$ cat config.mk
export PLATFORM = sky130hd
export DESIGN_NAME = snake_move
export DESIGN_NICKNAME = d
export VERILOG_FILES = /design/src/rtl/snake_pkg.sv /design/src/rtl/snake_body_buf.sv /design/src/rtl/snake_move.sv
export SDC_FILE = /design/constraint.sdc
export NUM_CORES = 1
export LEC_CHECK = 0
export CAP_MARGIN = 20
export CORE_ASPECT_RATIO = 0.75
export CORE_MARGIN = 2
export CORE_UTILIZATION = 35
export CTS_BUF_LIST = sky130_fd_sc_hd__clkbuf_4 sky130_fd_sc_hd__clkbuf_8
export DETAILED_ROUTE_END_ITERATION = 16
export SETUP_SLACK_MARGIN = 0.2
export SYNTH_ARGS = -nofsm -noshare
export SYNTH_HDL_FRONTEND = slang
export SYNTH_HIERARCHICAL = 1
export SYNTH_SLANG_ARGS = --single-unit
$ cat constraint.sdc
create_clock -name clk_75 -period 4.9 [get_ports clk_75]
set_clock_uncertainty 0.15 [all_clocks]
set_input_delay 0.49 -clock clk_75 [delete_from_list [all_inputs] [get_ports clk_75]]
set_output_delay 0.49 -clock clk_75 [all_outputs]
set_load 0.02 [all_outputs]
$ cat src/rtl/snake_pkg.sv
// Shared types and constants for the snake body engine.
//   game_mode     : MENU holds the snake at its initial state, GAME enables stepping
//   dir_t         : movement directions (UP decreases y, LEFT decreases x)
//   cell_t        : one board cell {x, y}, 5 bits each
//   snake_state_e : body engine FSM states
//   opposite()    : direction that would reverse the snake onto itself
//   step_cell()   : neighbour cell in a direction, wrapping on the 32x32 board
//   init_cell()   : cell k positions behind the head in the initial body
package snake_pkg;

  typedef enum logic {
    MENU = 1'b0,
    GAME = 1'b1
  } game_mode;

  typedef enum logic [1:0] {
    UP    = 2'd0,
    DOWN  = 2'd1,
    LEFT  = 2'd2,
    RIGHT = 2'd3
  } dir_t;

  typedef struct packed {
    logic [4:0] x;
    logic [4:0] y;
  } cell_t;

  typedef enum logic [1:0] {
    ST_IDLE,
    ST_SCAN,
    ST_COMMIT,
    ST_DEAD
  } snake_state_e;

  localparam cell_t INIT_HEAD = '{x: 5'd16, y: 5'd16};
  localparam dir_t  INIT_DIR  = RIGHT;

  function automatic dir_t opposite(input dir_t d);
    case (d)
      UP:      return DOWN;
      DOWN:    return UP;
      LEFT:    return RIGHT;
      default: return LEFT;
    endcase
  endfunction

  // 5-bit arithmetic gives the board wrap for free.
  function automatic cell_t step_cell(input cell_t c, input dir_t d);
    cell_t n;
    n = c;
    case (d)
      UP:      n.y = c.y - 5'd1;
      DOWN:    n.y = c.y + 5'd1;
      LEFT:    n.x = c.x - 5'd1;
      default: n.x = c.x + 5'd1;
    endcase
    return n;
  endfunction

  // The initial body lies to the left of the head because it starts heading RIGHT.
  function automatic cell_t init_cell(input int k);
    cell_t c;
    c.x = INIT_HEAD.x - 5'(k);
    c.y = INIT_HEAD.y;
    return c;
  endfunction

endpackage

$ cat src/rtl/snake_body_buf.sv
// Circular body buffer. Entry k from the head lives at (head_ptr - k) mod MAX_LEN,
// so pushing a new head needs only a pointer increment; the tail "pops" implicitly
// because the owner of the length simply stops looking at it.
//   clk_75, rst  : clock, async active-low reset
//   init_i       : synchronous re-initialise to the starting body
//   push_i       : write push_cell_i as the new head
//   scan_idx_i   : head-relative index for the combinational scan port
//   scan_cell_o  : body cell at scan_idx_i (same cycle)
//   rd_idx_i     : head-relative index for the external read port
//   rd_cell_o    : body cell at rd_idx_i, registered (1-cycle latency)
module snake_body_buf
  import snake_pkg::*;
#(
  parameter int MAX_LEN  = 64,
  parameter int INIT_LEN = 3
) (
  input  logic                       clk_75,
  input  logic                       rst,
  input  logic                       init_i,
  input  logic                       push_i,
  input  cell_t                      push_cell_i,
  input  logic [$clog2(MAX_LEN)-1:0] scan_idx_i,
  output cell_t                      scan_cell_o,
  input  logic [$clog2(MAX_LEN)-1:0] rd_idx_i,
  output cell_t                      rd_cell_o
);

  localparam int IDX_W = $clog2(MAX_LEN);

  cell_t            mem_q [MAX_LEN];
  cell_t            rd_cell_q;
  logic [IDX_W-1:0] head_ptr_q;
  logic [IDX_W-1:0] push_addr;
  logic [IDX_W-1:0] scan_addr;
  logic [IDX_W-1:0] rd_addr;

  assign push_addr   = head_ptr_q + IDX_W'(1);
  assign scan_addr   = head_ptr_q - scan_idx_i;
  assign rd_addr     = head_ptr_q - rd_idx_i;
  assign scan_cell_o = mem_q[scan_addr];
  assign rd_cell_o   = rd_cell_q;

  // NOTE: the body is held in flops rather than a RAM macro, so it can take the
  // async reset; that makes the starting body valid from the first cycle out of reset.
  // NOTE: sequential state is always assigned with <= so every flop samples
  // pre-edge values regardless of statement order.
  always_ff @(posedge clk_75 or negedge rst) begin
    if (!rst) begin
      head_ptr_q <= IDX_W'(INIT_LEN - 1);
      for (int i = 0; i < MAX_LEN; i++)
        mem_q[i] <= (i < INIT_LEN) ? init_cell(INIT_LEN - 1 - i) : '0;
    end else if (init_i) begin
      head_ptr_q <= IDX_W'(INIT_LEN - 1);
      for (int i = 0; i < MAX_LEN; i++)
        mem_q[i] <= (i < INIT_LEN) ? init_cell(INIT_LEN - 1 - i) : '0;
    end else if (push_i) begin
      // At full length push_addr is the tail slot, so the overwrite is the pop.
      mem_q[push_addr] <= push_cell_i;
      head_ptr_q       <= push_addr;
    end
  end

  // Sampled before any same-edge push lands, so reads during COMMIT see pre-commit data.
  always_ff @(posedge clk_75 or negedge rst) begin
    if (!rst) rd_cell_q <= '0;
    else      rd_cell_q <= mem_q[rd_addr];
  end

endmodule

$ cat src/rtl/snake_move.sv
// Snake body engine. On a step strobe it moves the head one cell, scans the body
// one entry per cycle for self-collision, checks food pickup, then commits.
//   clk_75, rst          : clock, async active-low reset
//   mode                 : MENU re-initialises, GAME enables stepping
//   step, dir            : move strobe and requested direction
//   point_x/y, point_rdy : food cell and its valid flag
//   rd_idx -> rd_x/rd_y  : registered head-relative body read port
//   head_x/y, length     : committed head cell and body length
//   colision             : one-cycle pulse when food is eaten
//   dead                 : sticky self-collision flag
//   busy                 : high while a move is being scanned or committed
module snake_move
  import snake_pkg::*;
#(
  parameter int MAX_LEN  = 64,
  parameter int INIT_LEN = 3
) (
  input  logic                       clk_75,
  input  logic                       rst,
  input  game_mode                   mode,
  input  logic                       step,
  input  dir_t                       dir,
  input  logic [4:0]                 point_x,
  input  logic [4:0]                 point_y,
  input  logic                       point_rdy,
  input  logic [$clog2(MAX_LEN)-1:0] rd_idx,
  output logic [4:0]                 rd_x,
  output logic [4:0]                 rd_y,
  output logic [4:0]                 head_x,
  output logic [4:0]                 head_y,
  output logic [$clog2(MAX_LEN):0]   length,
  output logic                       colision,
  output logic                       dead,
  output logic                       busy
);

  localparam int IDX_W = $clog2(MAX_LEN);
  localparam int LEN_W = IDX_W + 1;

  snake_state_e     state_q;
  dir_t             heading_q;
  cell_t            head_q;
  cell_t            new_head_q;
  logic             eat_q;
  logic [IDX_W-1:0] scan_k_q;
  logic [IDX_W-1:0] scan_last_q;
  logic [LEN_W-1:0] length_q;
  logic             colision_q;
  logic             dead_q;
  logic             busy_q;

  dir_t  eff_dir;
  cell_t next_head;
  logic  next_eat;
  cell_t scan_cell;
  cell_t rd_cell;
  logic  scan_hit;

  // NOTE: every signal written here gets a default first, so no path leaves it
  // unassigned and no latch is inferred.
  always_comb begin
    eff_dir   = dir;
    if (dir == opposite(heading_q)) eff_dir = heading_q;
    next_head = step_cell(head_q, eff_dir);
    next_eat  = point_rdy && (next_head == {point_x, point_y});
  end

  assign scan_hit = (scan_cell == new_head_q);

  always_ff @(posedge clk_75 or negedge rst) begin
    if (!rst) begin
      state_q     <= ST_IDLE;
      heading_q   <= INIT_DIR;
      head_q      <= INIT_HEAD;
      new_head_q  <= '0;
      eat_q       <= 1'b0;
      scan_k_q    <= '0;
      scan_last_q <= '0;
      length_q    <= LEN_W'(INIT_LEN);
      colision_q  <= 1'b0;
      dead_q      <= 1'b0;
      busy_q      <= 1'b0;
    end else if (mode == MENU) begin
      // MENU overrides every state, aborting any move in flight.
      state_q     <= ST_IDLE;
      heading_q   <= INIT_DIR;
      head_q      <= INIT_HEAD;
      eat_q       <= 1'b0;
      scan_k_q    <= '0;
      length_q    <= LEN_W'(INIT_LEN);
      colision_q  <= 1'b0;
      dead_q      <= 1'b0;
      busy_q      <= 1'b0;
    end else begin
      colision_q <= 1'b0;
      case (state_q)
        ST_IDLE: begin
          if (step) begin
            heading_q  <= eff_dir;
            new_head_q <= next_head;
            eat_q      <= next_eat;
            scan_k_q   <= '0;
            // Without food the tail vacates this step, so it is not compared.
            scan_last_q <= next_eat ? IDX_W'(length_q - LEN_W'(1))
                                    : IDX_W'(length_q - LEN_W'(2));
            state_q    <= ST_SCAN;
            busy_q     <= 1'b1;
          end
        end
        ST_SCAN: begin
          if (scan_hit) begin
            state_q <= ST_DEAD;
            dead_q  <= 1'b1;
            busy_q  <= 1'b0;
          end else if (scan_k_q == scan_last_q) begin
            state_q <= ST_COMMIT;
          end else begin
            scan_k_q <= scan_k_q + IDX_W'(1);
          end
        end
        ST_COMMIT: begin
          head_q <= new_head_q;
          if (eat_q && (length_q < LEN_W'(MAX_LEN))) length_q <= length_q + LEN_W'(1);
          colision_q <= eat_q;
          state_q    <= ST_IDLE;
          busy_q     <= 1'b0;
        end
        ST_DEAD: ;
        default: state_q <= ST_IDLE;
      endcase
    end
  end

  snake_body_buf #(
    .MAX_LEN (MAX_LEN),
    .INIT_LEN(INIT_LEN)
  ) u_body (
    .clk_75     (clk_75),
    .rst        (rst),
    .init_i     (mode == MENU),
    .push_i     ((state_q == ST_COMMIT) && (mode == GAME)),
    .push_cell_i(new_head_q),
    .scan_idx_i (scan_k_q),
    .scan_cell_o(scan_cell),
    .rd_idx_i   (rd_idx),
    .rd_cell_o  (rd_cell)
  );

  assign rd_x     = rd_cell.x;
  assign rd_y     = rd_cell.y;
  assign head_x   = head_q.x;
  assign head_y   = head_q.y;
  assign length   = length_q;
  assign colision = colision_q;
  assign dead     = dead_q;
  assign busy     = busy_q;

endmodule
==> metrics <==
asr flop ratio synth=1.00; I/O pin cnt=53; Power Dens Cells=373 nW/um2; share of post-route cells with drive strength above 1=0.264; largest family of logic cells by synthesized area=multiplexers; largest net degree at the start of global routing=around 160; predominant post-synthesis flop cell=dfrtp_1; TritonRoute pass-1 iters=5; final wirelength=about 130 mm; Chip Width=~400 um; Synth Area in Compound Gates=0.0559; Synth Cell Area=41,300 um2; most frequent cells in the layout=675 x dfrtp_1, 673 x mux2i_1, 512 x nor2_1, 320 x mux4_2, 202 x nand2_1; max cap viols=0; Critical Path Start Type=flop; static leakage=about 20 nW; max-slew violations=0; final core occ=0.405; Slew headroom=0.294; Tcrit/Tclk final=0.992; Initial Utilization=0.351; Post-Syn Area per Cell=between 10 and 15 um2; Final GP Congestion=~0.85; CP Class=reg2reg; Max clock buf depth=3; XOR/XNOR share of the synthesized area=0.0116; die height=about 300 um; commonest non-fill, non-tap cell in the layout=dfrtp_1; crit-path cells=inv_2 > fa_4 > buf_12 > buf_12 > buf_16 > mux4_2 > mux2i_4 > mux2_4 > mux2i_1 > mux2_4 > xor2_2 > nor4_2 > nand4_1 > buf_4 > a31oi_1 > o21a_2 > buf_4 > o21ai_0 > o31ai_1; initial antenna violation count=5; Worst Tran Pin Value=1060 ps; Die Area=121,000 um2; max frequency=approximately 0.21 GHz; clock sink count=703; min cycle time layout=4860 ps; pre-CTS setup slack=-65.1 ps; Synth Warn #=6; Seq/Total Area, Yosys=0.427; Post-synth EDFFs=0; clk root buf=clkbuf_8; crit path DAT=~5400 ps; drt wl/cell=25.0 um; Crit. End Element=flop; Core Region=roughly 120,000 um2; DRC=0; area grow syn2layout=15.3%; final hold vios=0; simple-gate portion of the synthesized area=0.0833; CP bufs+invs=6; post-synthesis mux area share=0.371; Vias=~30,000; status=complete, no violations; GRT Overall Usage=0.216; worst setup margin=41.1 ps; vias in the first global route=about 30,000; minimum hold slack=142 ps; Nets=roughly 3,600; CTS tree=done; clk slew on worst S/H paths=approximately 70 ps; initial DRC count=3,519; post-synthesis register bit count=roughly 700; I/O Buffers=52; Synth cell types=between 60 and 70; internal reg-to-reg setup slack=slightly above 40 ps; CTS H-tree depth=3; CTS Buf Count=112; CP Data Required Time=around 5400 ps; Post-Synth Adder-Cell Area=0.00982; RSZ-0062 raised after global routing=true; setup violators final=0; post-DP HPWL=80.5 mm; cell family with most CP delay=multiplexers; floorplan row count=109; Worst VDD drop=approximately 0.36 mV; setup total negative slack=0 ps; first-pass GRT wire length=just under 200 mm; Slowest cell on crit path=fa_4; syn nets=about 3,600; remaining global-route overflow=0; Hold Crit Class=in2async; clk_lat worst skew=slightly below 800 ps; Post-DRT Antenna Nets=0; Mapped Cells=between 3,000 and 4,000; vias per inst=approximately 5.7; Crit path largest cell delay=roughly 800 ps; crit path max fanout=7
through the flow:
step           total power, mW  area [um2]  instances
2_1_floorplan             9.44       41300       3555
3_3_place_gp              11.5       44400       4986
3_5_place_dp              11.5       44400       4986
4_1_cts                   17.7       47400       5210
5_1_grt                   18.4       47600       5218
6_report                  17.7       47600       5218
area by class of cell:
| cell class | instances | area [um2] |
|---|---|---|
| Multi-Input combinational cell | 2466 | 22500 |
| Fill cell | 11100 | 69800 |
| Sequential cell | 703 | 17600 |
| Clock inverter | 14 | 171 |
| Timing Repair Buffer | 257 | 2840 |
| Inverter | 33 | 131 |
| Clock buffer | 190 | 2340 |
| Antenna cell | 1 | 2.50 |
| Tap cell | 1554 | 1940 |
final timing paths:
| kind | start | end | cells past startpoint |
|---|---|---|---|
| worst max-delay path | u_body/head_ptr_q[1] | scan_k_q[5] | 19 |
| worst min-delay path | rst | u_body/mem_q[399] | 2 |
| worst max register to register | u_body/head_ptr_q[1] | scan_k_q[5] | 19 |
| worst min register to register | scan_last_q[5] | scan_last_q[5] | 2 |
| max in group asynchronous | rst | u_body/mem_q[40] | 3 |
| min in group clk_75 | scan_last_q[5] | scan_last_q[5] | 2 |
synthesized netlist by cell type, types with 9 or more instances:
master | n | area [um2]
mux2i_1 | 693 | 6940
dfrtp_1 | 685 | 17100
nor2_1 | 514 | 1930
mux4_2 | 320 | 7210
nand2_1 | 203 | 762
o21ai_0 | 185 | 926
clkbuf_1 | 176 | 661
a21oi_1 | 164 | 821
mux2_2 | 102 | 1150
buf_2 | 81 | 405
buf_1 | 51 | 191
buf_4 | 42 | 315
inv_1 | 32 | 120
nor3_1 | 30 | 150
nand3_1 | 28 | 140
xnor2_1 | 28 | 245
ha_1 | 26 | 325
xor2_1 | 25 | 219
a211oi_1 | 20 | 150
dfstp_2 | 18 | 473
nor2_2 | 16 | 100
or3_1 | 9 | 56.3
flip-flops by register name, summed over array words and instances, names as in the netlist, 2 cells and up:
register           flops
new_head_q            10
state_q                2
length                 7
u_body/rd_cell_o      10
u_body/head_ptr_q      6
scan_last_q            6
u_body/mem_q         640
scan_k_q               6
head_y                 5
heading_q              2
head_x                 5
worst register-to-register path, stage by stage (launching register included):
cell and delay, ps:
dfstp_2 540, inv_2 50, fa_4 820, buf_12 170, buf_12 160, buf_16 120
mux4_2 330, mux2i_4 220, mux2_4 230, mux2i_1 170, mux2_4 320, xor2_2 150
nor4_2 260, nand4_1 230, buf_4 230, a31oi_1 180, o21a_2 200, buf_4 130
o21ai_0 70, o31ai_1 80
where the power goes:
part	switching [mW]	internal [mW]
Combinational	3.63	2.41
Sequential	0.135	5.91
Clock	2.50	3.15
metal layers:
layer | track usage | wire (um)
met2 | 0.301 | 54600
met5 | 0 | 27
met1 | 0.320 | 58700
met4 | 0.0671 | 3790
met3 | 0.0657 | 13400
logic make-up (layout without fill, tap and decap cells):
| logic type | count (synthesis) | after routing |
|---|---|---|
| muxes | 1116 | 1116 |
| and+or+nand+nor | 845 | 845 |
| xor gates and xnor gates | 54 | 54 |
| other | 0 | 1 |
| buffers and inverters | 386 | 494 |
| AOI/OAI and AO/OA | 421 | 421 |
| DFF | 703 | 703 |
| adders and majority gates | 30 | 30 |
timing repair:
| action | 4_1_cts | 5_1_grt |
|---|---|---|
| pin swaps | 10 | 9 |
| endpoints found under the setup margin | 10 | 10 |
| hold endpoints to repair | 66 | 0 |
| buffers inserted | 13 | 6 |
| hold buffers | 1 | 0 |
| gates resized for setup | 61 | 19 |
| gates cloned | 6 | 0 |
No activity file was read; power rests on OpenSTA's default activity.
